[config.mk]
export PLATFORM = sky130hd
export DESIGN_NAME = xpmwrap_sdpram_fifo_ctrl
export DESIGN_NICKNAME = d
export VERILOG_FILES = /design/src/rtl/xpmwrap_sdpram_fifo_ctrl.sv
export SDC_FILE = /design/constraint.sdc
export NUM_CORES = 1
export LEC_CHECK = 0
export ABC_AREA = 1
export BUFFER_PORTS_ARGS = -buffer_cell sky130_fd_sc_hd__buf_2
export CAP_MARGIN = 15
export CORE_MARGIN = 2
export CORE_UTILIZATION = 49
export DETAILED_ROUTE_END_ITERATION = 8
export PLACE_DENSITY = 0.8
export SYNTH_ARGS = -nofsm -noshare
export SYNTH_HDL_FRONTEND = slang
export SYNTH_SLANG_ARGS = --single-unit
[constraint.sdc]
create_clock -name clk -period 2.91 [get_ports clk]
set_input_delay 0.873 -clock clk [delete_from_list [all_inputs] [get_ports clk]]
set_output_delay 0.873 -clock clk [all_outputs]
set_load 0.01 [all_outputs]
[src/rtl/xpmwrap_sdpram_fifo_ctrl.sv]
// Single-clock FWFT FIFO sequencer around an external simple-dual-port RAM with 2-cycle read latency.
// Reads are issued ahead under credit control into a small output buffer to sustain 1 beat/cycle.
module xpmwrap_sdpram_fifo_ctrl #(
  parameter int ADDR_WIDTH = 6,
  parameter int DATA_WIDTH = 32,
  parameter int OBUF_DEPTH = 4
) (
  input  logic                  clk,
  input  logic                  rst,
  input  logic [DATA_WIDTH-1:0] s_tdata,
  input  logic                  s_tvalid,
  output logic                  s_tready,
  output logic [DATA_WIDTH-1:0] m_tdata,
  output logic                  m_tvalid,
  input  logic                  m_tready,
  output logic [ADDR_WIDTH-1:0] ram_addra,
  output logic [DATA_WIDTH-1:0] ram_dina,
  output logic                  ram_ena,
  output logic                  ram_wea,
  output logic [ADDR_WIDTH-1:0] ram_addrb,
  output logic                  ram_enb,
  output logic                  ram_regceb,
  output logic                  ram_rstb,
  input  logic [DATA_WIDTH-1:0] ram_doutb,
  output logic [ADDR_WIDTH+2:0] level
);

  localparam int DEPTH = 2 ** ADDR_WIDTH;
  localparam int CW    = ADDR_WIDTH + 1;
  localparam int OPW   = $clog2(OBUF_DEPTH);
  localparam int OCW   = $clog2(OBUF_DEPTH + 1);
  localparam int SW    = OCW + 1;
  localparam int LW    = ADDR_WIDTH + 3;

  if (OBUF_DEPTH < 4) begin : g_obuf_depth_check
    $error("xpmwrap_sdpram_fifo_ctrl: OBUF_DEPTH must be at least 4");
  end

  logic [ADDR_WIDTH-1:0] wr_ptr_r;
  logic [ADDR_WIDTH-1:0] rd_ptr_r;
  logic [CW-1:0]         ram_count_r;
  logic [1:0]            v_r;
  logic [DATA_WIDTH-1:0] obuf_r [OBUF_DEPTH];
  logic [OPW-1:0]        ohead_r;
  logic [OPW-1:0]        otail_r;
  logic [OCW-1:0]        obuf_cnt_r;

  logic                  full_s;
  logic                  wr_fire_s;
  logic                  rd_fire_s;
  logic                  push_s;
  logic                  pop_s;
  logic [SW-1:0]         credit_s;

  function automatic logic [OPW-1:0] obuf_inc(input logic [OPW-1:0] p);
    if (p == OPW'(OBUF_DEPTH - 1)) begin
      return '0;
    end else begin
      return p + OPW'(1);
    end
  endfunction

  // Handshakes, read-issue credit and occupancy; every decision uses registered state only
  always_comb begin
    full_s    = (ram_count_r == CW'(DEPTH));
    s_tready  = ~rst & ~full_s;
    wr_fire_s = s_tvalid & s_tready;
    credit_s  = SW'(obuf_cnt_r) + SW'(v_r[0]) + SW'(v_r[1]);
    rd_fire_s = ~rst & (ram_count_r != '0) & (credit_s < SW'(OBUF_DEPTH));
    m_tvalid  = ~rst & (obuf_cnt_r != '0);
    pop_s     = m_tvalid & m_tready;
    push_s    = ~rst & v_r[1];
    if (rst) begin
      level = '0;
    end else begin
      level = LW'(ram_count_r) + LW'(v_r[0]) + LW'(v_r[1]) + LW'(obuf_cnt_r);
    end
  end

  assign ram_addra  = wr_ptr_r;
  assign ram_dina   = s_tdata;
  assign ram_ena    = wr_fire_s;
  assign ram_wea    = wr_fire_s;
  assign ram_addrb  = rd_ptr_r;
  assign ram_enb    = rd_fire_s;
  assign ram_regceb = 1'b1;
  assign ram_rstb   = rst;
  assign m_tdata    = obuf_r[ohead_r];

  // Pointers, RAM occupancy, read-valid pipe and output-buffer bookkeeping
  always_ff @(posedge clk) begin
    if (rst) begin
      wr_ptr_r    <= '0;
      rd_ptr_r    <= '0;
      ram_count_r <= '0;
      v_r         <= 2'b00;
      ohead_r     <= '0;
      otail_r     <= '0;
      obuf_cnt_r  <= '0;
    end else begin
      if (wr_fire_s) begin
        wr_ptr_r <= wr_ptr_r + ADDR_WIDTH'(1);
      end
      if (rd_fire_s) begin
        rd_ptr_r <= rd_ptr_r + ADDR_WIDTH'(1);
      end
      case ({wr_fire_s, rd_fire_s})
        2'b10:   ram_count_r <= ram_count_r + CW'(1);
        2'b01:   ram_count_r <= ram_count_r - CW'(1);
        default: ram_count_r <= ram_count_r;
      endcase
      v_r <= {v_r[0], rd_fire_s};
      if (push_s) begin
        otail_r <= obuf_inc(otail_r);
      end
      if (pop_s) begin
        ohead_r <= obuf_inc(ohead_r);
      end
      case ({push_s, pop_s})
        2'b10:   obuf_cnt_r <= obuf_cnt_r + OCW'(1);
        2'b01:   obuf_cnt_r <= obuf_cnt_r - OCW'(1);
        default: obuf_cnt_r <= obuf_cnt_r;
      endcase
    end
  end

  // Output buffer storage; the word returned by the RAM lands two cycles after issue
  always_ff @(posedge clk) begin
    if (push_s) begin
      obuf_r[otail_r] <= ram_doutb;
    end
  end

endmodule

==> results.md <==
| Quantity | Value | Unit |
|---|---|---|
| Run status | finished with violations | - |
| Die area | 15300 | um2 |
| Worst EP required | 2.04 | ns |
| Worst endpoint data arrival time | 2.33 | ns |
| Met2 WL post-DR | 7.27 | mm |
| I/O pin count | 160 | - |
| Fraction of registers with async set/reset | 0 | - |
| WL final | 14.6 | mm |
| Synthesized flop and latch total | 158 | - |
| Sequential cell area in the final layout | 4450 | um2 |
| Clock slew seen by the registers of the worst setup and hold paths | 0.06 | ns |
| Area inside the core boundary | 13900 | um2 |
| Multi-input gate area | 2160 | um2 |
| Number of synthesized flops with an enable pin | 128 | - |
| GPL Wtd Cong | 0.817 | - |
| Most used flip-flop cell after synthesis | edfxtp_1 | - |
| Metal1 wirelength | 5.75 | mm |
| Number of antenna violations at the first check in global routing | 2 | - |
| Total power per unit cell area | 792 | nW/um2 |
| Post-synthesis area per instance | 11.0 | um2 |
| Detailed-route via count | 4889 | - |
| Overall global routing resource usage | 0.196 | - |
| Core utilization of the finished layout | 0.593 | - |
| Number of buffers created by CTS | 17 | - |
| Max Clock Skew | 0.00477 | ns |
| Remaining routing DRC violations | 0 | - |
| Largest net degree at the start of global routing | 65 | - |
| Die width | 124 | um |
| Die extent in y | 124 | um |
| Static Leak | 0.00323 | uW |
| Share of synthesized area occupied by flip-flops and latches | 0.633 | - |
| Nets in the synthesized netlist | 729 | - |
| Class of the most critical hold timing path | reg -> reg | - |
| Number of iterations in the first detailed-routing pass | 5 | - |
| Warnings from Yosys | 0 | - |
| H-tree depth | 4 | - |
| Power Total | 6550 | uW |
| Setup WS pre-CTS | 0.0369 | ns |
| Achievable frequency | 312 | MHz |
| Headroom to the max-slew limit | 0.646 | - |
| Cell at the root of the clock tree | clkbuf_16 | - |
| Number of global-route vias before repair | 4714 | - |
| Proportion of layout cells with a drive suffix above 1 | 0.262 | - |
| First-pass GRT wire length | 22.4 | mm |
| Initial core utilization | 0.504 | - |
| Failing checks | setup timing | - |
| Area growth, synth to finish | 17.7 | % |
| Total gr overflow | 0 | - |
| Mapped Area | 7020 | um2 |
| Row Count | 43 | - |
| Summed area of non-filler cells in the final layout | 8270 | um2 |
| Max-slew violations | 0 | - |
| Wirelength per Cell | 16.2 | um |
| Crit path kind | reg -> out | - |
| Number of distinct library cell variants in the gate-level netlist after synthesis | 36 | - |
| Post-route ant nets | 0 | - |
| Antenna Cells | 0 | - |
| Final setup fails | 7 | - |
| Fin worst setup slack | -0.298 | ns |
| Drt via density | 5.42 | - |
| Highest routed metal layer | met5 | - |
| Post-Syn Instances | 636 | - |
| Top library cells by usage in the layout, fill and taps aside | 128 x edfxtp_1, 93 x buf_2, 90 x nor2_1 | - |
| Sinks on Clock Net | 158 | - |
| Total cell area at the placement stage | 7570 | um2 |
| Critical path startpoint category | flop | - |
| DPL Wire Length | 9.28 | mm |
| Filler Cell Count | 1115 | - |
| Maximum buffer depth of the clock tree | 2 | - |
| Final period demand of the worst path | 3.21 | ns |
| Worst-skew pair later-pin latency | 0.42 | ns |
| Detailed router's first-iteration violation count | 359 | - |
| Tcrit/Tclk final | 1.10 | - |
| Number of port buffers | 93 | - |
| Most common cell after layout, fill and taps aside | edfxtp_1 | - |
| TritonCTS clock tree | built | - |
| Least-Margin Pin Slew | 0.530 | ns |
| Crit path capture type | primary output | - |
| Max VDD drop | 0.430 | mV |
| Peak fanout along the critical path | 3 | - |
| Final-stage net count | 802 | - |
| Number of endpoints with negative hold slack in the final report | 0 | - |
| CTS hold repair buffers | 0 | - |
| Length of routed met3 wiring | 1.24 | mm |
| RSZ-0062 raised after global routing | yes | - |
| Reported max-cap violation count | 0 | - |
-- critical path, stage by stage (launching register included) --
cell,delay (ns)
dfxtp_2,0.33
fa_2,0.58
ha_4,0.13
fa_2,0.21
nand3_2,0.07
nand2_2,0.09
nand2_2,0.08
nor3_1,0.20
nor2_1,0.08
buf_2,0.14
-- registers in the layout (all words and copies together), names as in the netlist, named ones only --
signal and cells:
obuf_cnt_r 3, obuf_r 128, ohead_r 2, otail_r 2
ram_addra 6, ram_addrb 6, ram_count_r 7, v_r 2
-- where the power goes --
group          internal [uW]  switching [uW]
Sequential              2590             122
Clock                   1260             869
Combinational            665            1040
Total                   4520            2030
-- synthesized netlist by cell type (9+ instances only) --
master,n,area (um2)
inv_1,41,154
buf_2,12,60.1
a21oi_1,21,105
o22ai_1,32,200
edfxtp_1,128,3840
nand2_1,62,233
o21ai_1,15,75.1
clkbuf_1,9,33.8
dfxtp_1,30,601
buf_4,36,270
o21ai_0,64,320
ha_1,21,263
nor2_1,95,357
nand3_1,24,120
-- cell families (layout without fill, tap and decap cells) --
family	count (synthesis)	count (layout)	synth area share
AO/OA/AOI/OAI	141	141	0.110
XOR/XNOR	8	8	0.00998
adder cells (fa/ha/maj)	25	25	0.0488
buffers and inverters	105	191	0.0775
flip-flops	158	158	0.633
other	2	2	0.00107
AND/OR/NAND/NOR	197	197	0.120
-- area by class of cell --
type                            count  share of cell area
Clock buffer                       18              0.0519
Clock inverter                     14              0.0173
Inverter                           46              0.0209
Multi-Input combinational cell    373               0.262
Tap cell                          180              0.0272
Sequential cell                   158               0.539
Timing Repair Buffer              113              0.0825
-- through the flow --
step,hold slack [ns],instances,TNS (ns)
detailed placement,0.471,868,0
finish,0.480,902,-1.08
floorplan,0.437,636,-15.28
CTS,0.475,900,-0.944
global placement,0.444,868,0
global route,0.486,902,-1.78
-- final timing paths --
path                            slack, ns  depth (start not counted)                           to                   startpoint
worst min-delay path                 0.48                          2            v_r[1]$_SDFF_PP0_            v_r[0]$_SDFF_PP0_
worst min register to register       0.48                          2            v_r[1]$_SDFF_PP0_            v_r[0]$_SDFF_PP0_
worst max register to register       0.32                         16  ram_count_r[4]$_SDFFE_PP0P_   obuf_cnt_r[0]$_SDFFE_PP0P_
worst max-delay path                -0.30                          9                     level[6]  ram_count_r[0]$_SDFFE_PP0P_
-- layer usage --
layer	up-vias	GRT usage
met3	41	0.0719
met4	4	0.0781
met1	2321	0.218
met2	193	0.340
met5	-	0
li1	2330	-
-- timing repair --
item	4_1_cts	5_1_grt
endpoints found under the setup margin	7	8
buffers inserted	0	2
pin swaps	6	2
gates resized for setup	24	8
Note: power is estimated with default switching activity, not from simulation.
